===== src/rtl/dpb_pkg.sv =====
// rtl/dpb_pkg.sv - DPB port geometry shared by the FIFO controller files
package dpb_pkg;

   localparam int D_PORT_WIDTH  = 16;
   localparam int AD_PORT_WIDTH = 14;

   typedef logic [AD_PORT_WIDTH-1:0] dpb_addr_t;

   // Number of low address bits that select a bit within a 16-bit DPB word
   function automatic int bit_addr_len(input int width);
      return $clog2(width);
   endfunction

endpackage


===== src/rtl/dpb_fifo_ptr.sv =====
// rtl/dpb_fifo_ptr.sv - wrapping DPB word pointer with increment enable and sync clear
module dpb_fifo_ptr
   import dpb_pkg::*;
#(
   parameter int WIDTH = 10
) (
   input  logic             CLK,
   input  logic             RESETN,
   input  logic             clr,
   input  logic             inc,
   output logic [WIDTH-1:0] ptr
);

   always_ff @(posedge CLK or negedge RESETN) begin
      if (!RESETN) begin
         ptr <= '0;
      end else if (clr) begin
         ptr <= '0;
      end else if (inc) begin
         ptr <= ptr + WIDTH'(1);
      end
   end

endmodule


===== src/rtl/dpb_fifo_ctrl.sv =====
// rtl/dpb_fifo_ctrl.sv - show-ahead FIFO controller over one DPB, DOB used as head register
// Optional DPB_FIFO_STATS_EN adds PEAK_COUNT and sticky OVF_ATTEMPT.
module dpb_fifo_ctrl
   import dpb_pkg::*;
#(
   parameter int          DATA_WIDTH      = 16,
   parameter logic [2:0]  BLK_SEL         = 3'b000,
   parameter int          ALMOST_FULL_LVL = 1000,
   localparam int         BIT_ADDR_LENGTH = bit_addr_len(DATA_WIDTH),
   localparam int         ADDR_WIDTH      = AD_PORT_WIDTH - BIT_ADDR_LENGTH,
   localparam int         DEPTH           = 2**ADDR_WIDTH,
   localparam int         CNT_W           = ADDR_WIDTH + 1
) (
   input  logic                    CLK,
   input  logic                    RESETN,
   input  logic                    FLUSH,
   input  logic                    WR_VALID,
   output logic                    WR_READY,
   input  logic [DATA_WIDTH-1:0]   WR_DATA,
   output logic                    RD_VALID,
   input  logic                    RD_READY,
   output logic [DATA_WIDTH-1:0]   RD_DATA,
   output logic [CNT_W-1:0]        COUNT,
   output logic                    ALMOST_FULL,
`ifdef DPB_FIFO_STATS_EN
   output logic [CNT_W-1:0]        PEAK_COUNT,
   output logic                    OVF_ATTEMPT,
`endif
   output logic                    CEA,
   output logic                    WREA,
   output dpb_addr_t               ADA,
   output logic [D_PORT_WIDTH-1:0] DIA,
   output logic                    CEB,
   output logic                    WREB,
   output dpb_addr_t               ADB,
   output logic [D_PORT_WIDTH-1:0] DIB,
   output logic                    OCEA,
   output logic                    OCEB,
   output logic                    RESETA,
   output logic                    RESETB,
   output logic [2:0]              BLKSELA,
   output logic [2:0]              BLKSELB,
   input  logic [D_PORT_WIDTH-1:0] DOB
);

   if (!(DATA_WIDTH == 1 || DATA_WIDTH == 2 || DATA_WIDTH == 4 ||
         DATA_WIDTH == 8 || DATA_WIDTH == 16)) begin : g_bad_width
      $fatal(1, "dpb_fifo_ctrl: DATA_WIDTH must be 1, 2, 4, 8 or 16");
   end

   logic [ADDR_WIDTH-1:0] wptr;
   logic [ADDR_WIDTH-1:0] rptr;
   logic [CNT_W-1:0]      mem_cnt;
   logic                  head_vld;
   logic                  wr;
   logic                  rd_issue;

   // Readiness looks only at registered RAM occupancy, so a full RAM never
   // lets port A write the address port B is about to read.
   assign WR_READY = !FLUSH && (mem_cnt < CNT_W'(DEPTH));
   assign wr       = WR_VALID && WR_READY;
   assign rd_issue = !FLUSH && (mem_cnt != '0) && (!head_vld || RD_READY);

   dpb_fifo_ptr #(.WIDTH(ADDR_WIDTH)) u_wptr (
      .CLK    (CLK),
      .RESETN (RESETN),
      .clr    (FLUSH),
      .inc    (wr),
      .ptr    (wptr)
   );

   dpb_fifo_ptr #(.WIDTH(ADDR_WIDTH)) u_rptr (
      .CLK    (CLK),
      .RESETN (RESETN),
      .clr    (FLUSH),
      .inc    (rd_issue),
      .ptr    (rptr)
   );

   always_ff @(posedge CLK or negedge RESETN) begin
      if (!RESETN) begin
         mem_cnt  <= '0;
         head_vld <= 1'b0;
      end else if (FLUSH) begin
         mem_cnt  <= '0;
         head_vld <= 1'b0;
      end else begin
         case ({wr, rd_issue})
            2'b10:   mem_cnt <= mem_cnt + CNT_W'(1);
            2'b01:   mem_cnt <= mem_cnt - CNT_W'(1);
            default: mem_cnt <= mem_cnt;
         endcase
         if (rd_issue) begin
            head_vld <= 1'b1;
         end else if (RD_READY) begin
            head_vld <= 1'b0;
         end
      end
   end

   // DOB holds its value while CEB is low, so it doubles as the head register
   assign RD_VALID    = head_vld;
   assign RD_DATA     = DOB[DATA_WIDTH-1:0];
   assign COUNT       = mem_cnt + CNT_W'(head_vld);
   assign ALMOST_FULL = int'(COUNT) >= ALMOST_FULL_LVL;

   assign CEA     = wr;
   assign WREA    = wr;
   assign ADA     = dpb_addr_t'(wptr) << BIT_ADDR_LENGTH;
   assign DIA     = D_PORT_WIDTH'(WR_DATA);
   assign CEB     = rd_issue;
   assign WREB    = 1'b0;
   assign ADB     = dpb_addr_t'(rptr) << BIT_ADDR_LENGTH;
   assign DIB     = '0;
   assign OCEA    = 1'b1;
   assign OCEB    = 1'b1;
   assign RESETA  = 1'b0;
   assign RESETB  = 1'b0;
   assign BLKSELA = BLK_SEL;
   assign BLKSELB = BLK_SEL;

`ifdef DPB_FIFO_STATS_EN
   always_ff @(posedge CLK or negedge RESETN) begin
      if (!RESETN) begin
         PEAK_COUNT  <= '0;
         OVF_ATTEMPT <= 1'b0;
      end else if (FLUSH) begin
         PEAK_COUNT  <= '0;
         OVF_ATTEMPT <= 1'b0;
      end else begin
         if (COUNT > PEAK_COUNT) begin
            PEAK_COUNT <= COUNT;
         end
         if (WR_VALID && !WR_READY) begin
            OVF_ATTEMPT <= 1'b1;
         end
      end
   end
`endif

endmodule


===== config.mk =====
export PLATFORM = sky130hd
export DESIGN_NAME = dpb_fifo_ctrl
export DESIGN_NICKNAME = d
export VERILOG_FILES = /design/src/rtl/dpb_pkg.sv /design/src/rtl/dpb_fifo_ptr.sv /design/src/rtl/dpb_fifo_ctrl.sv
export SDC_FILE = /design/constraint.sdc
export NUM_CORES = 1
export LEC_CHECK = 0
export ABC_AREA = 0
export BUFFER_PORTS_ARGS = -buffer_cell sky130_fd_sc_hd__clkbuf_2
export CAP_MARGIN = 30
export CORE_MARGIN = 1
export CORE_UTILIZATION = 47
export DETAILED_ROUTE_END_ITERATION = 7
export GPL_ROUTABILITY_DRIVEN = 0
export HOLD_SLACK_MARGIN = 0.02
export PLACE_DENSITY = 0.82
export SLEW_MARGIN = 10
export SYNTH_ARGS = -nofsm -noshare
export SYNTH_HDL_FRONTEND = slang
export SYNTH_SLANG_ARGS = --single-unit

===== constraint.sdc =====
create_clock -name CLK -period 3.65 [get_ports CLK]
set_input_delay 0.73 -clock CLK [delete_from_list [all_inputs] [get_ports CLK]]
set_output_delay 0.73 -clock CLK [all_outputs]
set_load 0.01 [all_outputs]

==> Yosys cells after proc, flatten, opt, wreduce, memory -nomap -nowiden <==
Cells that the tools add are included.
Widths: inputs -> output; s select.
{ "word_totals": {"ff_bits": 32, "inputBits": 37, "out_inout_bits": 104} }
{ "classes": {"n_reduce_logical": 12, "n_mux": 9, "n_addsub": 5, "n_lt_le_gt_ge": 2, "eq_ne": 2} }
{ "op_table": {"columns": ["cell", "count"], "rows": [
  ["$mux 10", 4],
  ["$pmux 11 s2", 1],
  ["$add 10x1->10 const B", 2],
  ["$add 11x1->11", 1],
  ["$add 11x1->11 const B", 1],
  ["$ge 11x10->1 const B", 1],
  ["$lt 11x11->1 const B", 1],
  ["$mux 11", 1],
  ["$reduce_bool 11->1", 1],
  ["$sub 11x1->11 const B", 1],
  ["$reduce_bool 3->1", 2],
  ["$logic_and 1x1->1", 4],
  ["$reduce_bool 2->1", 2],
  ["$mux 1", 3],
  ["$eq 2x1->1 const B", 1],
  ["$eq 2x2->1 const B", 1],
  ["$logic_not 1->1", 2],
  ["$logic_or 1x1->1", 1]
]} }

==> Depth between registers and ports, before layout <==
Gate-level depths: netlist of run 1.
{ "depth": {"ltp_word": 6, "mapped_depth": 12} }

==> By module <==
Synthesis of run 1 repeated with hierarchy kept, for this count alone.
{ "hier_totals": {"cells_unflattened": 308, "area_unflattened_um2": 2775.2} }
{ "modules_own_cells": {"columns": ["mod", "area_per_inst_um2", "seq_area_each_um2", "cells_each", "n_inst"], "rows": [
  ["dpb_fifo_ctrl", 1784.2, 300.3, 214, 1],
  ["dpb_fifo_ptr", 495.5, 250.2, 47, 2]
]} }

==> Worst setup path after synthesis of run 1 <==
No wires, ideal clock.
{ "synth_path": {"path_kind": "reg-to-reg", "startpoint": "register mem_cnt[3]", "endpoint": "register mem_cnt[9]", "arrival_time_ns": 3.052, "stages_incl_launch_ff": 13, "synth_period_minus_slack_ns": 3.173, "setup_time_ns": 0.121, "slack_ns": 0.477, "cell_sequence": "dfrtp_1 -> buf_2 -> or4_4 -> o31ai_4 -> nor2_1 -> o21ai_1 -> inv_1 -> ha_1 -> a21oi_1 -> o221a_2 -> o221ai_1 -> xor2_1 -> a22o_1"} }
{ "synth_between": {"elab_chain_cells": 6, "word_cells_on_any_way": 13} }
{ "synth_lines": {"columns": ["element", "line", "source"], "rows": [
  ["from (decl)", "dpb_fifo_ctrl.sv:53", "logic [CNT_W-1:0] mem_cnt;"],
  ["from (signal assigned)", "dpb_fifo_ctrl.sv:89", "2'b10: mem_cnt <= mem_cnt + CNT_W'(1);"],
  ["from (signal assigned)", "dpb_fifo_ctrl.sv:90", "2'b01: mem_cnt <= mem_cnt - CNT_W'(1);"],
  ["from (signal assigned)", "dpb_fifo_ctrl.sv:91", "default: mem_cnt <= mem_cnt;"],
  ["$reduce_bool 11->1 (*)", "dpb_fifo_ctrl.sv:62", "assign rd_issue = !FLUSH && (mem_cnt != '0) && (!head_vld || RD_READY);"],
  ["$logic_and 1x1->1 (*) (2 in series)", "dpb_fifo_ctrl.sv:62", null],
  ["via CEB", "dpb_fifo_ctrl.sv:33", "output logic CEB,"],
  ["$eq 2x1->1 or $eq 2x2->1 (tied branches)", "dpb_fifo_ctrl.sv:88", "case ({wr, rd_issue})"],
  ["$pmux 11 s2", "dpb_fifo_ctrl.sv:88", null],
  ["$mux 11", "dpb_fifo_ctrl.sv:84", "end else if (FLUSH) begin"]
]} }
The timed path passes the listed nets; every way through them passes the cells marked *.
A chain may end at the register's enable or synchronous reset.

==> Worst setup path in the final report of run 1 <==
{ "layout_path": {"startpoint": "register mem_cnt[3]", "endpoint": "register mem_cnt[9]"} }
{ "layout_between": {"elab_chain_cells": 6, "word_cells_on_any_way": 13} }
{ "layout_lines": {"columns": ["element", "line"], "rows": [
  ["$lt 11x11->1 or $reduce_bool 11->1 (tied branches)", "dpb_fifo_ctrl.sv:60, dpb_fifo_ctrl.sv:62"],
  ["$logic_and 1x1->1, on equally long branches", "dpb_fifo_ctrl.sv:60, dpb_fifo_ctrl.sv:62"],
  ["$logic_and 1x1->1, on equally long branches", "dpb_fifo_ctrl.sv:61, dpb_fifo_ctrl.sv:62"],
  ["$eq 2x1->1 or $eq 2x2->1 (tied branches)", "dpb_fifo_ctrl.sv:88"],
  ["$pmux 11 s2", "dpb_fifo_ctrl.sv:88"],
  ["$mux 11", "dpb_fifo_ctrl.sv:84"]
]} }
Parallel ways exist; a longest one is shown, timed or not.

==> impl_metrics.py, run 1 <==
metrics = {
    "outcome": {
        "status": "completed",
    },
    "worst_setup_path": {
        "critPathArrivalTime_ns": 3.35,
        "reg2reg_slack_ns": 0.47,
        "required_ns": 3.83,
        "end_kind": "flop",
        "reg2reg_depth": 11,
        "rr_endpoint": "mem_cnt[9]",
        "r2r-start": "mem_cnt[3]",
        "critPathKind": "reg -> reg",
        "worstSetupStartpointType": "flop",
        "crit_fanout": 11,
    },
    "final_layout": {
        "drive_above_1_share_pct": 18.81,
        "layout.cells.most_common": "clkbuf_2",
        "layout_common_cells": "clkbuf_2, conb_1, dfrtp_1",
        "seqCellArea_um2": 800.8,
        "fillers": 540,
        "multiInputGateArea_um2": 1562,
        "finish.net_count": 385,
        "n_antenna_cell": 0,
        "area_growth_pct": -1.324,
    },
    "grt": {
        "antenna_found_initial": 0,
        "grt_pass1_wl_um": 9114,
        "grt_max_degree": 36,
        "track_usage_pct": 18.42,
        "gr-total-overflow": 0,
        "grt_pass1_vias": 1955,
    },
    "logic_synthesis": {
        "syn-cell-area_um2": 2835,
        "yosysSeqAreaShare_pct": 28.24,
        "ys.warnings.count": 0,
        "syn_inst": 328,
        "synth_area_per_cell_um2": 8.644,
        "ys.flop_type": "dfrtp_1",
        "ys_ff_latch": 32,
        "synth_edf_count": 0,
        "synthArstFlopShare_pct": 100.0,
        "synth_cell_type_count": 49,
    },
    "detailed_routing": {
        "highest_layer": "met4",
        "wl_met2_um": 2656,
        "drc": 0,
        "viasPerCell": 5.265,
        "totalWireLength_um": 5462,
        "wl_per_cell_um": 13.42,
        "vias": 2143,
        "drt-initial-drc-count": 116,
        "routed-wl-met3_um": 301,
        "drtPass1Iterations": 4,
        "detail-route-antenna-nets": 0,
        "met1_length_um": 2424,
    },
    "clock_tree": {
        "clk_path_buf_depth": 2,
        "cts_setup_buffers": 0,
        "cts_tree": "built",
        "cts_sinks": 32,
        "clockRootBuffer": "clkbuf_8",
        "cts_buffers": 5,
        "clk_latency_ns": 0.28,
        "clk_pin_slew_ns": 0.07,
        "cts_hold_buf": 0,
        "htreeDepth": 2,
        "cts.repair.resized": 0,
    },
    "sta": {
        "slew_headroom_pct": 46.21,
        "tns_ns": 0,
        "finalHoldViolCount": 0,
        "whs_ns": 0.5157,
        "finalMaxSlewViolations": 0,
        "postLayoutSetupSlackWorst_ns": 0.4745,
        "fin_skew_ns": 0.006669,
        "finalCritPeriodShare_pct": 87.00,
        "rsz0062_at_grt": "no",
        "fmax_ghz": 0.3149,
        "final-setup-viol-count": 0,
        "tightest_slew_ns": 0.8069,
        "post-route-min-period_ns": 3.176,
    },
    "run": {
        "cap_violations": 0,
    },
    "power": {
        "p_clk_share_pct": 15.4,
        "power_switching_mw": 0.8062,
        "max-vdd-ir-drop_mv": 0.3064,
        "p_leak_nw": 1.321,
        "p_sw_share_pct": 45.98,
        "p_per_area_nw_per_um2": 626.7,
        "comb_power_share_pct": 53.3,
        "total_power_mw": 1.753,
        "internal_power_mw": 0.9470,
        "seqPwrFrac_pct": 31.3,
    },
    "floorplan": {
        "fp.dieW_um": 79.67,
        "die-area_um2": 6347,
        "coreArea_um2": 5675,
        "initial_core_util_pct": 49.96,
        "ios": 141,
        "row_count": 27,
        "die_h_um": 79.67,
    },
    "placed_design": {
        "pre_cts_ws_ns": 0.5083,
        "portBuffers": 41,
        "hpwl_um": 4111,
    },
    "worst_hold_path": {
        "min-delay-path-class": "in -> async",
    },
}
## layout make-up
cell class / instances / share of cell area (%)
Clock buffer: 5 / 2.460
Clock inverter: 3 / 0.6708
Inverter: 8 / 1.073
Multi-Input combinational cell: 243 / 55.81
Sequential cell: 32 / 28.62
Tap cell: 72 / 3.220
Timing Repair Buffer: 44 / 8.140
## power groups by stage
stage | Combinational (mW) | Clock (mW) | Sequential [mW]
2_1_floorplan | 0.813 | 0 | 0.507
3_3_place_gp | 0.905 | 0 | 0.549
3_5_place_dp | 0.927 | 0 | 0.556
4_1_cts | 0.933 | 0.276 | 0.548
5_1_grt | 1.04 | 0.295 | 0.565
6_report | 0.934 | 0.270 | 0.550
## per-stage QoR
step / util [%] / instances / area, um^2
4_1_cts: 49.29 / 407 / 2798
3_5_place_dp: 47.75 / 399 / 2710
6_report: 49.29 / 407 / 2798
2_1_floorplan: - / 361 / 2959
5_1_grt: 49.29 / 407 / 2798
3_3_place_gp: 47.75 / 399 / 2710
## critical path, stage by stage, from the launching register on
cell	delay (ns)
dfrtp_1	0.51
or4_4	0.60
o31ai_4	0.25
nor2_1	0.08
o21ai_1	0.12
inv_1	0.20
ha_1	0.41
a21oi_1	0.10
o221a_2	0.30
o221ai_1	0.20
xor2_1	0.10
a22o_1	0.19
## per-layer routing
metal  global-route usage, %  up-vias
met5                       0        -
met4                   8.364        0
met3                   3.886        9
met2                   29.57       78
met1                   23.59     1018
li1                        -     1038
## how the worst max path moves through the flow
| stage | startpoint | to | slack [ns] | depth (start not counted) |
|---|---|---|---|---|
| after floorplan | mem_cnt[3] | mem_cnt[9] | 0.48 | 12 |
| after global placement | mem_cnt[2] | mem_cnt[9] | 0.61 | 11 |
| after detailed placement | mem_cnt[3] | mem_cnt[9] | 0.51 | 11 |
| after CTS | mem_cnt[3] | mem_cnt[9] | 0.52 | 11 |
| after global routing | mem_cnt[2] | mem_cnt[8] | 0.31 | 11 |
| final | mem_cnt[3] | mem_cnt[9] | 0.47 | 11 |
## Yosys cell counts (4+ instances only)
cell,count,area (um^2)
nand2b_1,4,25.02
dfrtp_1,32,800.8
nand3_1,9,45.04
nand2_1,28,105.1
a21oi_1,16,80.08
o31ai_1,4,30.03
xor2_1,17,148.9
or3_1,5,31.28
nor2b_1,6,37.54
xnor2_1,15,131.4
o21ai_0,9,45.04
nand4_1,6,37.54
clkbuf_1,4,15.01
nor3_1,8,40.04
and3_1,4,25.02
ha_1,13,162.7
inv_1,8,30.03
buf_4,68,510.5
nor2_1,23,86.33
## sequential cells by signal, summed over array words and instances, names as in the netlist
| name | count |
|---|---|
| mem_cnt | 11 |
| u_rptr.ptr | 10 |
| u_wptr.ptr | 10 |
| RD_VALID | 1 |
## kinds of logic (layout without fill, tap and decap cells)
kind of cell	after synthesis	in the layout	share of synthesized area [%]
adder cells (fa/ha/maj)	14	14	6.443
flip-flops	32	32	28.24
AO/OA/AOI/OAI	56	56	14.52
multiplexers	1	1	0.3531
other	2	35	0.2649
buffers and inverters	86	60	21.05
AND/OR/NAND/NOR	105	105	19.24
XOR/XNOR	32	32	9.885
Power figures use the tool's default switching activity.
==> run 2: changes to the inputs <==
==> constraint.sdc (replaced) <==
create_clock -name CLK -period 3.65 [get_ports CLK]
set_input_delay 0.1825 -clock CLK [delete_from_list [all_inputs] [get_ports CLK]]
set_output_delay 0.1825 -clock CLK [all_outputs]
set_load 0.01 [all_outputs]
==> run 2 against run 1 <==
- sequential cell count is the same
- worst hold slack lost 0.27 ns
- via count grew 1.7%
- sequential power is essentially flat
- global-route usage grew 1.1 points
- clock-buffer cell count grew 1
- worst setup slack lost 0.058 ns
- sequential share of layout area shrank 0.30 points
- power grew 5.3%
- routed wire length grew 6.3%
- clock power grew 26%
- register-to-register slack lost 0.06 ns
==> impl_metrics.py, run 2 (same netlist as run 1, synthesis figures left out) <==
metrics = {
    "sta": {
        "post-route-min-period_ns": 3.234,
        "tns_ns": 0,
        "finalCritPeriodShare_pct": 88.60,
        "fmax_ghz": 0.3092,
        "finalHoldViolCount": 0,
        "finalMaxSlewViolations": 0,
        "rsz0062_at_grt": "no",
        "final-setup-viol-count": 0,
        "tightest_slew_ns": 0.8157,
        "slew_headroom_pct": 45.62,
        "whs_ns": 0.2486,
        "fin_skew_ns": 0.001747,
    },
    "worst_setup_path": {
        "slowest_delay_ns": 0.60,
        "end_kind": "flop",
        "critPathArrivalTime_ns": 3.41,
        "crit_fanout": 11,
        "crit_chain": "or4_4 > o31ai_4 > nor2_1 > o21ai_1 > inv_1 > ha_1 > a21oi_1 > o221a_2 > o221ai_1 > xor2_1 > a22o_1",
        "reg2reg_depth": 11,
        "r2r-start": "mem_cnt[3]",
        "crit_slowest_cell": "or4_4",
        "critPathKind": "reg -> reg",
        "crit_buf_inv": 1,
        "crit_end": "mem_cnt[9]",
        "worstSetupStartpointType": "flop",
        "cp_top_family": "compound AO/OA/AOI/OAI gates",
        "reg2reg_slack_ns": 0.42,
        "required_ns": 3.83,
        "rr_endpoint": "mem_cnt[9]",
        "cp.depth": 11,
        "crit_start": "mem_cnt[3]",
    },
    "floorplan": {
        "initial_core_util_pct": 49.96,
        "die_h_um": 79.67,
        "die-area_um2": 6347,
        "ios": 141,
        "coreArea_um2": 5675,
        "row_count": 27,
        "fp.dieW_um": 79.67,
    },
    "detailed_routing": {
        "drtPass1Iterations": 4,
        "drc": 0,
        "wl_per_cell_um": 14.23,
        "detail-route-antenna-nets": 0,
        "drt-initial-drc-count": 152,
        "viasPerCell": 5.343,
        "totalWireLength_um": 5807,
        "vias": 2180,
    },
    "clock_tree": {
        "clk_path_buf_depth": 2,
        "cts.repair.resized": 0,
        "clockRootBuffer": "clkbuf_8",
        "cts_sinks": 32,
        "cts_setup_buffers": 0,
        "htreeDepth": 2,
        "cts_tree": "built",
        "clk_pin_slew_ns": 0.07,
        "clk_latency_ns": 0.29,
        "cts_buffers": 5,
    },
    "outcome": {
        "status": "completed",
    },
    "final_layout": {
        "finish.net_count": 386,
        "largest_register_ffs": 11,
        "fin_area_um2": 2828,
        "stdcell_count": 408,
        "layout.cells.most_common": "clkbuf_2",
        "drive_above_1_share_pct": 18.45,
        "layout_top_registers": "mem_cnt x11, u_rptr.ptr x10, u_wptr.ptr x10",
        "area_growth_pct": -0.2648,
        "n_antenna_cell": 0,
        "regMostFlops": "mem_cnt",
        "layout_common_cells": "clkbuf_2, conb_1, dfrtp_1",
    },
    "grt": {
        "antenna_found_initial": 0,
        "grt_pass1_vias": 2054,
        "gr-total-overflow": 0,
        "track_usage_pct": 19.50,
        "grt_use_met3_pct": 4.343,
        "grt-busiest-layer": "met2",
        "grt_pass1_wl_um": 9570,
        "met1_usage_pct": 23.24,
        "grt_max_degree": 33,
        "met2_usage_pct": 32.48,
    },
    "placed_design": {
        "hpwl_um": 4276,
        "dp.cells": 399,
        "placed_area_um2": 2710,
        "portBuffers": 41,
    },
    "power": {
        "p_leak_nw": 1.332,
        "p_per_area_nw_per_um2": 652.7,
        "max-vdd-ir-drop_mv": 0.2578,
    },
    "worst_hold_path": {
        "hold-path-cell-count": 2,
        "hp-start": "FLUSH",
        "min-delay-path-class": "in -> reg",
    },
    "run": {
        "cap_violations": 0,
    },
}
==> run 2: worst min-delay path by stage <==
stage	end	slack, ns
after global routing	mem_cnt[4]	0.27
after CTS	mem_cnt[1]	0.24
final	mem_cnt[1]	0.25
after detailed placement	mem_cnt[3]	0.33
after global placement	u_rptr.ptr[0]	0.32
after floorplan	RD_VALID	-0.11
==> run 2: per-stage QoR <==
stage	worst slack, ns	total power, mW	utilization [%]
2_1_floorplan	0.4766	1.320	-
3_3_place_gp	0.6209	1.456	47.75
3_5_place_dp	0.4624	1.500	47.75
4_1_cts	0.4507	1.847	49.82
5_1_grt	0.2495	1.984	49.82
6_report	0.4162	1.846	49.82
==> run 2: final cells by class <==
type	instances	area, um^2
Clock buffer	6	72.57
Timing Repair Buffer	45	237.7
Sequential cell	32	800.8
Tap cell	72	90.09
Fill cell	550	2848
Inverter	8	30.03
Multi-Input combinational cell	243	1562
Clock inverter	2	35.03
==> run 2: metal layers <==
layer	up-vias	routed length, um
met1	1051	2553
met3	9	321
li1	1043	-
met2	77	2839
met5	-	0
met4	0	92
==> run 2: worst reg2reg max path, delay by kind of cell, from the launching register on <==
family | cells | cell delay [ns]
and+or+nand+nor | 2 | 0.69
adders and majority gates | 1 | 0.40
xor gates and xnor gates | 1 | 0.16
buffers and inverters | 1 | 0.21
AOI/OAI and AO/OA | 6 | 1.15
DFF | 1 | 0.51
==> run 2: where the power goes <==
part / internal (mW) / switching, mW / total [mW]
logic: 0.397 / 0.555 / 0.952
clock network: 0.203 / 0.138 / 0.340
registers: 0.419 / 0.134 / 0.553
==> run 2: what timing repair did <==
item | in CTS | in global routing
hold buffers | 1 | 0
hold endpoints to repair | 24 | 0
endpoints found under the setup margin | 0 | 0
